===== src/rtl/whack_pkg.sv =====
// Shared types, default parameter values and the LFSR step for the whack-a-mole game.
package whack_pkg;

  typedef enum logic [2:0] {
    ST_IDLE = 3'd0,
    ST_ARM  = 3'd1,
    ST_WAIT = 3'd2,
    ST_HIT  = 3'd3,
    ST_MISS = 3'd4,
    ST_OVER = 3'd5
  } state_e;

  localparam int DEF_N_MOLES    = 7;
  localparam int DEF_GAME_TICKS = 60000;
  localparam int DEF_ROUND_BASE = 5000;
  localparam int DEF_ROUND_STEP = 1000;
  localparam int DEF_ROUND_MIN  = 2000;
  localparam int DEF_LEVEL_PTS  = 5;
  localparam int DEF_MAX_LIT    = 4;
  localparam int DEF_LIVES      = 3;
  localparam int DEF_SCORE_W    = 8;

  // Value loaded at reset and when a zero seed is supplied (zero would lock up).
  localparam logic [15:0] LFSR_INIT = 16'hACE1;

  // One Fibonacci step with taps 16,14,13,11 (bit indices 15,13,12,10).
  function automatic logic [15:0] lfsr_next(input logic [15:0] cur);
    return {cur[14:0], cur[15] ^ cur[13] ^ cur[12] ^ cur[10]};
  endfunction

endpackage


===== src/rtl/mole_pattern_pick.sv =====
// Free-running LFSR plus a picker that turns its low bits into a pattern with
// exactly num_lit bits set.
module mole_pattern_pick
  import whack_pkg::*;
#(
  parameter int N_MOLES = DEF_N_MOLES
) (
  input  logic               clk,
  input  logic               rst_n,
  input  logic               ena,
  input  logic               load,
  input  logic [15:0]        seed,
  input  logic [4:0]         num_lit,
  output logic [N_MOLES-1:0] pick
);

  logic [15:0] lfsr_q;
  logic [15:0] lfsr_d;
  logic [4:0]  cnt_s;

  // Reseed on game start, otherwise advance once per enabled cycle
  always_comb begin
    lfsr_d = lfsr_q;
    if (ena) begin
      if (load) begin
        lfsr_d = (seed == 16'h0000) ? LFSR_INIT : seed;
      end else begin
        lfsr_d = lfsr_next(lfsr_q);
      end
    end else begin
      lfsr_d = lfsr_q;
    end
  end

  // LFSR register
  always_ff @(posedge clk or negedge rst_n) begin
    if (!rst_n) begin
      lfsr_q <= LFSR_INIT;
    end else begin
      lfsr_q <= lfsr_d;
    end
  end

  // Take the lowest set bits first, then top up with the lowest clear bits
  always_comb begin
    cnt_s = 5'd0;
    pick  = '0;
    for (int i = 0; i < N_MOLES; i++) begin
      if (lfsr_q[i] && (cnt_s < num_lit)) begin
        pick[i] = 1'b1;
        cnt_s   = cnt_s + 5'd1;
      end else begin
        cnt_s = cnt_s;
      end
    end
    for (int i = 0; i < N_MOLES; i++) begin
      if (!lfsr_q[i] && (cnt_s < num_lit)) begin
        pick[i] = 1'b1;
        cnt_s   = cnt_s + 5'd1;
      end else begin
        cnt_s = cnt_s;
      end
    end
  end

endmodule


===== src/rtl/whack_game_param.sv =====
// Whack-a-mole game controller: rounds of lit moles, scoring, lives, levels and
// an overall game timer. All outputs are registered.
module whack_game_param
  import whack_pkg::*;
#(
  parameter int N_MOLES    = DEF_N_MOLES,
  parameter int GAME_TICKS = DEF_GAME_TICKS,
  parameter int ROUND_BASE = DEF_ROUND_BASE,
  parameter int ROUND_STEP = DEF_ROUND_STEP,
  parameter int ROUND_MIN  = DEF_ROUND_MIN,
  parameter int LEVEL_PTS  = DEF_LEVEL_PTS,
  parameter int MAX_LIT    = DEF_MAX_LIT,
  parameter int LIVES      = DEF_LIVES,
  parameter int SCORE_W    = DEF_SCORE_W
) (
  input  logic               clk,
  input  logic               rst_n,
  input  logic               ena,
  input  logic               start,
  input  logic [N_MOLES-1:0] btn,
  input  logic [15:0]        seed,
  output logic [N_MOLES-1:0] pattern,
  output logic [SCORE_W-1:0] score,
  output logic [2:0]         lives_left,
  output logic [2:0]         level,
  output logic               game_over,
  output logic               hit_pulse,
  output logic               miss_pulse
);

  state_e               state_q, state_d;
  logic [15:0]          game_tmr_q, game_tmr_d;
  logic [15:0]          round_tmr_q, round_tmr_d;
  logic [SCORE_W-1:0]   score_q, score_d;
  logic [2:0]           lives_q, lives_d;
  logic [2:0]           level_q, level_d;
  logic [N_MOLES-1:0]   mask_q, mask_d;
  logic [N_MOLES-1:0]   pattern_q, pattern_d;
  logic                 hit_q, hit_d;
  logic                 miss_q, miss_d;
  logic                 over_q, over_d;
  logic [N_MOLES-1:0]   btn_prev_q;
  logic                 start_prev_q;

  logic [N_MOLES-1:0]   btn_rise_s;
  logic [N_MOLES-1:0]   mask_next_s;
  logic [N_MOLES-1:0]   pick_s;
  logic [4:0]           num_lit_s;
  logic                 start_rise_s;
  logic                 load_s;
  logic                 active_s;

  // Difficulty level from score, capped at 7.
  function automatic logic [2:0] level_of(input logic [SCORE_W-1:0] s);
    int unsigned q;
    q = 32'(s) / LEVEL_PTS;
    return (q > 32'd7) ? 3'd7 : q[2:0];
  endfunction

  // Moles to light this round: level+1, capped at MAX_LIT.
  function automatic logic [4:0] num_lit_of(input logic [2:0] lv);
    int unsigned n;
    n = 32'(lv) + 32'd1;
    if (n > MAX_LIT) begin
      n = MAX_LIT;
    end else begin
      n = n;
    end
    return n[4:0];
  endfunction

  // Round length shrinks with level, never below ROUND_MIN and never wrapping.
  function automatic logic [15:0] round_len_of(input logic [2:0] lv);
    int unsigned rl_sub, rl_len;
    rl_sub = 32'(lv) * ROUND_STEP;
    if (rl_sub < ROUND_BASE) begin
      rl_len = ROUND_BASE - rl_sub;
    end else begin
      rl_len = 32'd0;
    end
    if (rl_len < ROUND_MIN) begin
      rl_len = ROUND_MIN;
    end else begin
      rl_len = rl_len;
    end
    return rl_len[15:0];
  endfunction

  assign btn_rise_s   = btn & ~btn_prev_q;
  assign start_rise_s = start & ~start_prev_q;
  assign mask_next_s  = mask_q | (btn_rise_s & pattern_q);
  assign active_s     = (state_q == ST_ARM) || (state_q == ST_WAIT) ||
                        (state_q == ST_HIT) || (state_q == ST_MISS);
  assign load_s       = ena && start_rise_s &&
                        ((state_q == ST_IDLE) || (state_q == ST_OVER));
  assign num_lit_s    = num_lit_of(level_d);

  mole_pattern_pick #(.N_MOLES(N_MOLES)) u_pick (
    .clk     (clk),
    .rst_n   (rst_n),
    .ena     (ena),
    .load    (load_s),
    .seed    (seed),
    .num_lit (num_lit_s),
    .pick    (pick_s)
  );

  // Next-state and datapath decisions; nothing moves while ena is low
  always_comb begin
    state_d     = state_q;
    game_tmr_d  = game_tmr_q;
    round_tmr_d = round_tmr_q;
    score_d     = score_q;
    lives_d     = lives_q;
    mask_d      = mask_q;
    hit_d       = 1'b0;
    miss_d      = 1'b0;
    if (ena) begin
      case (state_q)
        ST_IDLE, ST_OVER: begin
          if (start_rise_s) begin
            game_tmr_d = 16'(GAME_TICKS);
            score_d    = '0;
            lives_d    = 3'(LIVES);
            state_d    = ST_ARM;
          end else begin
            state_d = state_q;
          end
        end
        ST_ARM: begin
          round_tmr_d = round_len_of(level_q);
          mask_d      = '0;
          state_d     = ST_WAIT;
        end
        ST_WAIT: begin
          mask_d      = mask_next_s;
          round_tmr_d = (round_tmr_q != 16'd0) ? (round_tmr_q - 16'd1) : 16'd0;
          // A wrong press beats completion, which beats round expiry
          if (|(btn_rise_s & ~pattern_q)) begin
            state_d = ST_MISS;
          end else if (mask_next_s == pattern_q) begin
            state_d = ST_HIT;
          end else if (round_tmr_q <= 16'd1) begin
            state_d = ST_MISS;
          end else begin
            state_d = ST_WAIT;
          end
        end
        ST_HIT: begin
          score_d = (&score_q) ? score_q : (score_q + SCORE_W'(1));
          hit_d   = 1'b1;
          state_d = ST_ARM;
        end
        ST_MISS: begin
          lives_d = (lives_q != 3'd0) ? (lives_q - 3'd1) : 3'd0;
          miss_d  = 1'b1;
          state_d = (lives_d == 3'd0) ? ST_OVER : ST_ARM;
        end
        default: begin
          state_d = ST_IDLE;
        end
      endcase
      // Game timer runs only while playing and its expiry overrides every other exit
      if (active_s) begin
        game_tmr_d = (game_tmr_q != 16'd0) ? (game_tmr_q - 16'd1) : 16'd0;
        if (game_tmr_q <= 16'd1) begin
          state_d = ST_OVER;
        end else begin
          state_d = state_d;
        end
      end else begin
        game_tmr_d = game_tmr_d;
      end
    end else begin
      state_d = state_q;
    end
  end

  // Output-side values derived from the next state so they register in step with it
  always_comb begin
    level_d = level_of(score_d);
    over_d  = (state_d == ST_OVER);
    if (ena && (state_d == ST_ARM)) begin
      pattern_d = pick_s;
    end else if ((state_d == ST_IDLE) || (state_d == ST_OVER)) begin
      pattern_d = '0;
    end else begin
      pattern_d = pattern_q;
    end
  end

  // State and datapath registers; button/start samplers update even when ena is low
  always_ff @(posedge clk or negedge rst_n) begin
    if (!rst_n) begin
      state_q      <= ST_IDLE;
      game_tmr_q   <= 16'd0;
      round_tmr_q  <= 16'd0;
      score_q      <= '0;
      lives_q      <= 3'(LIVES);
      level_q      <= 3'd0;
      mask_q       <= '0;
      pattern_q    <= '0;
      hit_q        <= 1'b0;
      miss_q       <= 1'b0;
      over_q       <= 1'b0;
      btn_prev_q   <= '0;
      start_prev_q <= 1'b0;
    end else begin
      state_q      <= state_d;
      game_tmr_q   <= game_tmr_d;
      round_tmr_q  <= round_tmr_d;
      score_q      <= score_d;
      lives_q      <= lives_d;
      level_q      <= level_d;
      mask_q       <= mask_d;
      pattern_q    <= pattern_d;
      hit_q        <= hit_d;
      miss_q       <= miss_d;
      over_q       <= over_d;
      btn_prev_q   <= btn;
      start_prev_q <= start;
    end
  end

  assign pattern    = pattern_q;
  assign score      = score_q;
  assign lives_left = lives_q;
  assign level      = level_q;
  assign game_over  = over_q;
  assign hit_pulse  = hit_q;
  assign miss_pulse = miss_q;

endmodule


===== config.mk =====
export PLATFORM = sky130hd
export DESIGN_NAME = whack_game_param
export DESIGN_NICKNAME = d
export VERILOG_FILES = /design/src/rtl/whack_pkg.sv /design/src/rtl/mole_pattern_pick.sv /design/src/rtl/whack_game_param.sv
export SDC_FILE = /design/constraint.sdc
export NUM_CORES = 1
export LEC_CHECK = 0
export ABC_CLOCK_PERIOD_IN_PS = 31100
export CAP_MARGIN = 20
export CORE_ASPECT_RATIO = 0.7
export CORE_MARGIN = 1.5
export CORE_UTILIZATION = 40
export DETAILED_ROUTE_END_ITERATION = 7
export SLEW_MARGIN = 20
export SYNTH_ARGS = -nofsm -noshare
export SYNTH_HDL_FRONTEND = slang
export SYNTH_HIERARCHICAL = 1
export SYNTH_SLANG_ARGS = --single-unit
export TNS_END_PERCENT = 30

===== constraint.sdc =====
create_clock -name clk -period 31.1 [get_ports clk]
set_input_delay 3.11 -clock clk [delete_from_list [all_inputs] [get_ports clk]]
set_output_delay 3.11 -clock clk [all_outputs]
set_load 0.02 [all_outputs]

==> out/qor.txt, run 1 <==
status = finished, final reports clean
CP most frequent cell = ha_1
WHS Endpoint = u_pick/lfsr_q[7]
most common cell after layout, fill and taps aside = nand2_1
CORE AREA = 0.0230 mm^2
clock sinks = 90
Via-to-Cell Ratio = 5.95
drt drc = 0
hold path cells = 2
Post-synth EDFFs = 0
CTS Buf Count = 9
largest net degree at the start of global routing = 73
die area = 0.0247 mm^2
FF-to-FF Start = state_q[0]
fin util = 47.2%
PortBufs = 50
# setup viols final = 0
register area share after synthesis = 23.8%
worst setup path start = start
gr usage total = 21.6%
FFs w/ async S/R, synth = 100%
remaining antenna violation count = 0
CP endpoint kind = flip-flop
Clock Latency Late Sink = 0.36 ns
Diodes inserted = 0
CTS Buffer Depth = 2
Worst-path clk slew = 0.07 ns
Die Wd = 187 um
Max Transition Viols Final = 0
register area = 0.00226 mm^2
Avg Cell Area, Syn = 8.43 um^2
max-cap viol count = 0
Synth Instances = 1127
Avg WL per Cell = 18.0 um
Worst Skew = 0.00862 ns
DR iter-0 viols = 786
FILL cells = 2215
max frequency = 33.9 MHz
via count = 8921
max incr delay on CP = 0.83 ns
ys flop type = dfrtp_1
layout cells sized above 1 = 13.6%
Die H = 132 um
area of the multi-input gates = 0.00695 mm^2
post-synthesis cell type count = 127
synthesized flop and latch total = 90
GP Congestion = 0.919
Placed Cells = 1476
Rows = 46
hold_sp = u_pick/lfsr_q[7]
slowest CP cell = o21ai_0
synth top area cells = dfrtp_1 (21%), ha_1 (9.9%), a21oi_1 (3.7%)
vias in the first global route = 8030
I/O pin cnt = 51
CP Launch Type = input port
worst hold slack = 0.490 ns
initial core utilization = 41.4%
first-pass GRT wire length = 43400 um
Post-CTS Hold Fix Bufs = 0
period utilization = 94.9%
FF-to-FF End = pattern[6]
CP Data Required Time = 31.40 ns
initial antenna violation count = 0
detailed placer's ending HPWL = 20600 um
1st-pass router iterations = 6
FF-to-FF path depth = 111
Crit Path Class = in -> reg
Worst Path Max Fanout = 7
Post-Synthesis Cell Area = 0.00950 mm^2
Final Non-Filler Cells = 1500
WP data arrival = 29.83 ns
commonest cells after routing, fill and taps aside = nand2_1 (85), dfrtp_1 (80), nor2_1 (79)
CTS tree = built
Ys Warns = 6
Area growth syn-to-layout = 14.1%
Slew @ Worst Pin = 1.03 ns
Hold Path Class = reg -> reg
final hold viol count = 0
GR Overflow Total = 0
H-tree levels = 3
Tmin final = 29.52 ns
CTS Root Cell = clkbuf_16
post-synth top area cell = dfrtp_1
Synth top area share = 21.1%
R2R setup slack = 3.88 ns
Total Wirelength = 27000 um
Layout Nets = 1289
relative slew slack = 30.9%
==> stage by stage <==
stage | area (um^2) | setup WS (ns) | setup TNS, ns
after floorplan | 9550 | 3.09 | 0
after global placement | 10300 | -0.322 | -0.322
after detailed placement | 10300 | -0.583 | -0.583
after CTS | 10600 | 0.160 | 0
after global routing | 10800 | -0.182 | -0.182
final | 10800 | 1.58 | 0
==> timing repair <==
action	in CTS	in global routing
setup buffers	1	7
endpoints found under the setup margin	1	2
pin swaps	1	8
gates resized for setup	1	33
==> routing by layer <==
layer / wire length, um / track usage (%) / vias up
li1: - / - / 4345
met3: 1660 / 4.76 / 17
met4: 164 / 3.00 / 0
met1: 14200 / 34.1 / 4272
met5: 0 / 0 / -
met2: 11000 / 30.0 / 287
==> worst max-delay path, delay by kind of cell <==
kind	cells	cell delay [ns]
muxes	1	0.29
xor gates and xnor gates	10	2.37
AOI/OAI and AO/OA	40	9.58
adders and majority gates	16	4.63
buffers and inverters	6	1.04
and+or+nand+nor	38	8.74
==> cells in the mapped netlist (11+ instances only) <==
| library cell | number |
|---|---|
| a21o_1 | 11 |
| a21oi_1 | 70 |
| a22o_1 | 15 |
| a31oi_1 | 16 |
| clkbuf_1 | 17 |
| dfrtp_1 | 80 |
| ha_1 | 75 |
| inv_1 | 72 |
| mux2_2 | 12 |
| mux2i_1 | 13 |
| nand2_1 | 86 |
| nand2b_1 | 12 |
| nand3_1 | 29 |
| nand4_1 | 18 |
| nor2_1 | 80 |
| nor2b_1 | 18 |
| nor3_1 | 34 |
| nor4_1 | 22 |
| o211ai_1 | 14 |
| o21a_1 | 15 |
| o21ai_0 | 69 |
| o221ai_1 | 14 |
| o22ai_1 | 11 |
| or3_1 | 16 |
| xnor2_1 | 33 |
==> how the worst max path moves through the flow <==
stage / slack [ns] / endpoint
finish: 1.58 / pattern[6]
global route: -0.18 / pattern[6]
CTS: 0.16 / pattern[6]
detailed placement: -0.58 / pattern[6]
global placement: -0.32 / pattern[6]
floorplan: 3.09 / pattern[6]
==> registers in the layout, indices dropped and copies added (netlist names), 7 cells and up <==
register / flops
btn_prev_q: 7
game_tmr_q: 16
mask_q: 7
pattern: 7
round_tmr_q: 16
score: 8
u_pick/lfsr_q: 16
==> logic make-up after synthesis <==
| family | after synthesis | share of synthesized area [%] |
|---|---|---|
| flops | 90 | 23.8 |
| compound gates | 367 | 28.1 |
| buf+inv | 118 | 5.49 |
| mux | 28 | 3.27 |
| fa+ha+maj | 81 | 10.9 |
| simple gates | 387 | 22.3 |
| other cells | 2 | 0.0791 |
| xor+xnor | 54 | 6.05 |
==> final cells by class <==
cell class | instances | area share [%]
multi-input combinational | 934 | 64.1
sequential | 90 | 20.9
timing repair buffer | 67 | 5.73
tap | 312 | 3.60
inverter | 81 | 2.92
clock buffer | 12 | 2.27
clock inverter | 4 | 0.496
Power of run 1 is not shown: default switching activity piles up to over one toggle a cycle in this logic, so the estimate is an artifact.
==> inputs of run 2 (changes only) <==
--- a/config.mk
+++ b/config.mk
@@ -10,7 +10,9 @@
 export CORE_ASPECT_RATIO = 0.7
 export CORE_MARGIN = 1.5
 export CORE_UTILIZATION = 40
+export CTS_CLUSTER_SIZE = 20
 export DETAILED_ROUTE_END_ITERATION = 7
+export HOLD_SLACK_MARGIN = 0.03
 export SLEW_MARGIN = 20
 export SYNTH_ARGS = -nofsm -noshare
 export SYNTH_HDL_FRONTEND = slang
==> results of run 2 <==
No change in the layout: final DEF, timing and power equal those of run 1.
Power of run 2 is left out for the same reason.
==> inputs of run 3 (changes only) <==
--- a/config.mk
+++ b/config.mk
@@ -6,13 +6,13 @@
 export NUM_CORES = 1
 export LEC_CHECK = 0
 export ABC_CLOCK_PERIOD_IN_PS = 31100
-export CAP_MARGIN = 20
 export CORE_ASPECT_RATIO = 0.7
 export CORE_MARGIN = 1.5
 export CORE_UTILIZATION = 40
 export CTS_CLUSTER_SIZE = 20
 export DETAILED_ROUTE_END_ITERATION = 7
 export HOLD_SLACK_MARGIN = 0.03
+export MAX_ROUTING_LAYER = met4
 export SLEW_MARGIN = 20
 export SYNTH_ARGS = -nofsm -noshare
 export SYNTH_HDL_FRONTEND = slang
==> run 3 against run 2 <==
  * Register-to-register slack better by 0.03 ns
  * First-iteration DRC count fell by 7.0%
  * Non-clock buffer count grew 6
  * Sequential share of layout area down 0.051 points
  * Critical path depth grew 4
  * Fmax fell by 0.15%
  * Utilization grew 0.11 points
  * Die area did not move
  * Cell count is 0.40% higher
  * Flip-flop and latch count stayed put
  * Global-route usage is 0.74 points higher
==> out/qor.txt, run 3 (synthesized netlist as in run 1, its figures left out) <==
CTS Root Cell = clkbuf_16
FF-to-FF path depth = 114 (+2.7%)
H-tree levels = 3 (unchanged)
status = finished, final reports clean
Place WS = -0.289 ns (+0.294 ns)
gr usage total = 22.4% (+0.74 points)
top flop regs = game_tmr_q (16), round_tmr_q (16), u_pick/lfsr_q (16)
largest net degree at the start of global routing = 70 (-4.1%)
first-pass GRT wire length = 43700 um (+0.68%)
DR iter-0 viols = 731 (-7.0%)
layout cells sized above 1 = 13.7% (+0.015 points)
CP Launch Type = input port
Avg WL per Cell = 17.9 um (-0.67%)
Worst-path clk slew = 0.07 ns (about the same)
die area = 0.0247 mm^2 (unchanged)
most common cell after layout, fill and taps aside = nand2_1
via count = 8965 (+0.49%)
PortBufs = 50 (unchanged)
WP data arrival = 29.82 ns (about the same)
Total Wirelength = 26900 um (-0.27%)
Die Wd = 187 um (unchanged)
Clock Latency Late Sink = 0.35 ns (about the same)
CP Data Required Time = 31.35 ns (-0.05 ns)
Diodes inserted = 0 (unchanged)
1st-pass router iterations = 5 (-1)
period utilization = 95.1% (+0.15 points)
Die H = 132 um (unchanged)
Area growth syn-to-layout = 14.4%
CP delay by family, top = compound AO/OA/AOI/OAI gates
CORE AREA = 0.0230 mm^2 (unchanged)
CP most frequent cell = ha_1
CTS Buffer Depth = 2 (unchanged)
final hold viol count = 0 (unchanged)
I/O pin cnt = 51 (unchanged)
relative slew slack = 36.6% (+5.7 points)
slowest CP cell = or4_2
Layout Nets = 1295 (+0.47%)
vias in the first global route = 8081 (+0.64%)
Critical path buffers and inverters = 7 (+1)
fin util = 47.3% (+0.11 points)
Max Transition Viols Final = 0 (unchanged)
CP endpoint kind = flip-flop
Tmin final = 29.57 ns (+0.0452 ns)
CTS tree = built
remaining antenna violation count = 0 (unchanged)
GR Overflow Total = 0 (unchanged)
Rows = 46 (unchanged)
# setup viols final = 0 (unchanged)
CTS Buf Count = 9 (unchanged)
drt drc = 0 (unchanged)
Crit Path Class = in -> reg
max-cap viol count = 0 (unchanged)
Hold Path Class = reg -> reg
commonest cells after routing, fill and taps aside = nand2_1 (85), dfrtp_1 (80), nor2_1 (79)
detailed placer's ending HPWL = 20700 um (+0.34%)
Crit. path cell count = 115 (+3.6%)
clock sinks = 90 (unchanged)
Slew @ Worst Pin = 0.944 ns (-0.0813 ns)
final worst slack = 1.53 ns (-0.0452 ns)
max frequency = 33.8 MHz (-0.15%)
Worst Path Max Fanout = 13 (+6)
Worst Skew = 0.00819 ns (-0.000427 ns)
Via-to-Cell Ratio = 5.95 (about the same)
max incr delay on CP = 0.66 ns (-0.17 ns)
initial core utilization = 41.4% (unchanged)
hold path cells = 2 (unchanged)
GP Congestion = 0.926 (+0.83%)
initial antenna violation count = 0 (unchanged)
run 3: cell count changes in the layout (fill, tap and decap cells not counted), sizes merged:
cell,delta
buf,+6
bufinv,+1
clkbuf,-1
clkinvlp,-1
inv,+1
run 3: worst register-to-register path, delay by kind of cell (launching register included):
| kind | cells | cell delay [ns] |
|---|---|---|
| adder cells (fa/ha/maj) | 15 | 4.32 |
| buffers and inverters | 7 | 0.93 |
| AND/OR/NAND/NOR | 37 | 7.78 |
| XOR/XNOR | 10 | 2.74 |
| flip-flops | 1 | 0.76 |
| multiplexers | 1 | 0.29 |
| AO/OA/AOI/OAI | 44 | 10.24 |
run 3: routing by layer:
layer | vias to the layer above | share of wire, % | GRT usage, %
li1 | 4380 | - | -
met1 | 4249 | 52 | 34.4
met2 | 318 | 40 | 29.8
met3 | 18 | 7.0 | 4.66
met4 | 0 | 0.80 | 3.23
met5 | - | 0 | -
run 3: worst paths after layout:
check                                start         endpoint  slack [ns]
max                                  start       pattern[6]        1.53
min                        round_tmr_q[13]  round_tmr_q[13]        0.48
max reg2reg                     state_q[0]       pattern[6]        3.91
min reg2reg                round_tmr_q[13]  round_tmr_q[13]        0.48
max in group asynchronous            rst_n   game_tmr_q[14]       27.27
min in group asynchronous            rst_n   round_tmr_q[3]        2.64
run 3: layout make-up:
class / count / area, um^2
repair buffers: 73 / 666
inverters: 81 / 317
clock buffers: 11 / 243
fillers: 2175 / 12100
multi-input cells: 934 / 6900
flip-flops and latches: 90 / 2260
clock inverters: 5 / 85.1
well taps: 312 / 390
run 3: timing repair:
action                     4_1_cts  5_1_grt
resized for setup                1       26
hold endpoints to repair         0        0
hold buffers                     0        0
pin swaps                        0        7
setup endpoints to repair        1        2
setup buffers                    0       12
run 3: metrics by stage:
| stage | instances | TNS [ns] | instance area, um^2 | hold slack [ns] |
|---|---|---|---|---|
| 6_report | 1506 | 0 | 10900 | 0.485 |
| 5_1_grt | 1506 | -0.195 | 10900 | 0.517 |
| 4_1_cts | 1494 | 0 | 10700 | 0.489 |
| 3_5_place_dp | 1478 | -0.289 | 10300 | 0.468 |
| 3_3_place_gp | 1478 | 0 | 10300 | 0.483 |
| 2_1_floorplan | 1142 | 0 | 9550 | 0.443 |
Power of run 3 is left out for the same reason.
==> edit (flow settings as in run 2) <==
Re-encode `state_e` (6 states) as one-hot, 6 bits wide.
--- a/src/rtl/whack_pkg.sv
+++ b/src/rtl/whack_pkg.sv
@@ -1,13 +1,13 @@
 // Shared types, default parameter values and the LFSR step for the whack-a-mole game.
 package whack_pkg;
 
-  typedef enum logic [2:0] {
-    ST_IDLE = 3'd0,
-    ST_ARM  = 3'd1,
-    ST_WAIT = 3'd2,
-    ST_HIT  = 3'd3,
-    ST_MISS = 3'd4,
-    ST_OVER = 3'd5
+  typedef enum logic [5:0] {
+    ST_IDLE = 6'b000001,
+    ST_ARM  = 6'b000010,
+    ST_WAIT = 6'b000100,
+    ST_HIT  = 6'b001000,
+    ST_MISS = 6'b010000,
+    ST_OVER = 6'b100000
   } state_e;
 
   localparam int DEF_N_MOLES    = 7;
Function: no difference found for any inputs over 4 cycles, from zero or initial values and one cycle with rst_n low; so few cycles prove little.
==> edit against run 2 <==
- largest cell class unchanged
- sequential cell count is 3 higher
- routed wire length decreased by 0.88%
- final area shrank 1.6%
- synthesized area decreased by 1.2%
- clock skew grew 0.0018 ns
- count of clock-buffer cells in the layout fell by 3
- worst setup slack got worse by 0.041 ns
- global-route usage is 0.30 points higher
Power is left out: the tool's default activity adds up to more than one toggle a clock period on the data nets, which glitch-free logic cannot reach.
==> edit: results (changes against run 2) <==
Share of cells above drive strength 1: 0.118 (-0.0188). The maximum fanout count along the critical path was 12 (+5). The worst-case register-to-register setup slack came out at 3.79 ns (-0.09 ns). For the placed instance area, the log shows 0.0102 mm^2 (-0.68%). The mean routed wirelength per cell is 17.8 um (-1.1%). The clock tree skew after final layout came out at 0.0105 ns (+0.00184 ns). The run finished with clean final reports.

Global placer's final weighted congestion: 0.946 (+2.9%). The synthesized area per cell is 8.35 um^2 (-0.94%). Hold slack: 0.492 ns (+0.00245 ns).

Number of detailed-routing iterations run before antenna repair: 5 (-1). The actual transition at the worst max-transition pin is 0.991 ns (-0.0338 ns). The distinct cell type count after synthesis came out at 117 (-7.9%). The routed via count divided by cell count works out to 5.94 (-0.13%). The filler cell count in the final layout came out at 2256 (+1.9%). The final HPWL from detailed placement came out at 20600 um (-0.29%). The worst hold path belongs to the class flop to flop.

In this run the clock root is driven by a sky130_fd_sc_hd__clkbuf_16. For the maximum level of the CTS H-tree, the log shows 3 (unchanged). The largest individual stage delay along the critical path comes from the cell sky130_fd_sc_hd__or4_2.

The tools report the overall fraction of global-route tracks in use as 0.219 (+0.00303). Counting instances in the post-synthesis netlist gives the leading cell types as sky130_fd_sc_hd__nor2_1, sky130_fd_sc_hd__nand2_1, sky130_fd_sc_hd__dfrtp_1, sky130_fd_sc_hd__ha_1, sky130_fd_sc_hd__inv_1. For the arrival time at the worst endpoint, the log shows 29.82 ns (about the same). The logs give 0.36 ns (about the same) for the insertion delay of the later-clocked pin in the worst-skew pair and 752 (-4.3%) for the number of violations reported at the end of detailed-routing iteration 0. By area the synthesized netlist is led by sky130_fd_sc_hd__dfrtp_1, sky130_fd_sc_hd__ha_1, sky130_fd_sc_hd__nor2_1.

The number of I/O port buffers came out at 50 (unchanged). The number of nets in the finished design is 1292 (+0.23%). The largest buffer count on any clock path was 2 (unchanged); the total detailed-routing wirelength was 26700 um (-0.88%).

The part of the Yosys area used for sequential elements is 0.249 (+0.0110), and the maximum number of pins on one net before global-route repair is 68 (-6.8%). The number of cells in the design after placement came out at 1483 (+0.47%). Number of global-route vias before repair: 8011 (-0.24%). The delay of the slowest critical-path stage is 0.66 ns (-0.17 ns), and the first-pass GRT wire length is 42900 um (-1.1%).
## edit: final timing paths
| kind | startpoint | endpoint | depth (start not counted) |
|---|---|---|---|
| max in group asynchronous | rst_n | game_tmr_q[0]$_DFFE_PN0P_ | 2 |
| worst max-delay path | start | pattern[6]$_DFFE_PN0P_ | 114 |
| worst min-delay path | u_pick/lfsr_q[15]$_DFFE_PN1P_ | u_pick/lfsr_q[15]$_DFFE_PN1P_ | 2 |
| worst min register to register | u_pick/lfsr_q[15]$_DFFE_PN1P_ | u_pick/lfsr_q[15]$_DFFE_PN1P_ | 2 |
| worst max register to register | state_q[1]$_DFF_PN0_ | pattern[6]$_DFFE_PN0P_ | 111 |
| min in group asynchronous | rst_n | round_tmr_q[6]$_DFFE_PN0P_ | 1 |
## edit: kinds of logic (layout without fill, tap and decap cells)
| group | Yosys count | in the layout | synth area share |
|---|---|---|---|
| flip-flops | 93 | 93 | 0.249 |
| XOR/XNOR | 47 | 47 | 0.0547 |
| multiplexers | 25 | 25 | 0.0289 |
| buffers and inverters | 110 | 162 | 0.0509 |
| other | 2 | 17 | 0.000800 |
| adder cells (fa/ha/maj) | 84 | 84 | 0.114 |
| AO/OA/AOI/OAI | 341 | 341 | 0.259 |
| AND/OR/NAND/NOR | 422 | 422 | 0.242 |
## edit: cell type report
type / count / area, um^2 / area share
inverter: 83 / 319 / 0.0299
clock inverter: 7 / 82.6 / 0.00775
clock buffer: 9 / 225 / 0.0211
tap: 312 / 390 / 0.0366
timing repair buffer: 63 / 591 / 0.0554
multi-input combinational: 936 / 6710 / 0.630
sequential: 93 / 2340 / 0.220
## edit: worst max-delay path, delay by kind of cell
family	cells	cell delay, ns
xor gates and xnor gates	8	2.09
buffers and inverters	9	1.37
adders and majority gates	16	4.42
and+or+nand+nor	38	7.97
AOI/OAI and AO/OA	40	9.67
muxes	3	1.10
## edit: what timing repair did
| item | in CTS | in global routing |
|---|---|---|
| setup endpoints to repair | 0 | 2 |
| buffers inserted | 0 | 4 |
| resized for setup | 0 | 17 |
## edit: layer usage
metal | global-route usage | part of all wire
met1 | 0.347 | 0.52
met5 | 0 | 0
met2 | 0.299 | 0.40
met3 | 0.0468 | 0.070
met4 | 0.0444 | 0.010
## edit: through the flow
stage	TNS (ns)	setup WS, ns
6_report	0	1.54
3_5_place_dp	0	0.0645
3_3_place_gp	0	0.643
5_1_grt	-0.0548	-0.0548
2_1_floorplan	0	3.40
4_1_cts	0	0.347
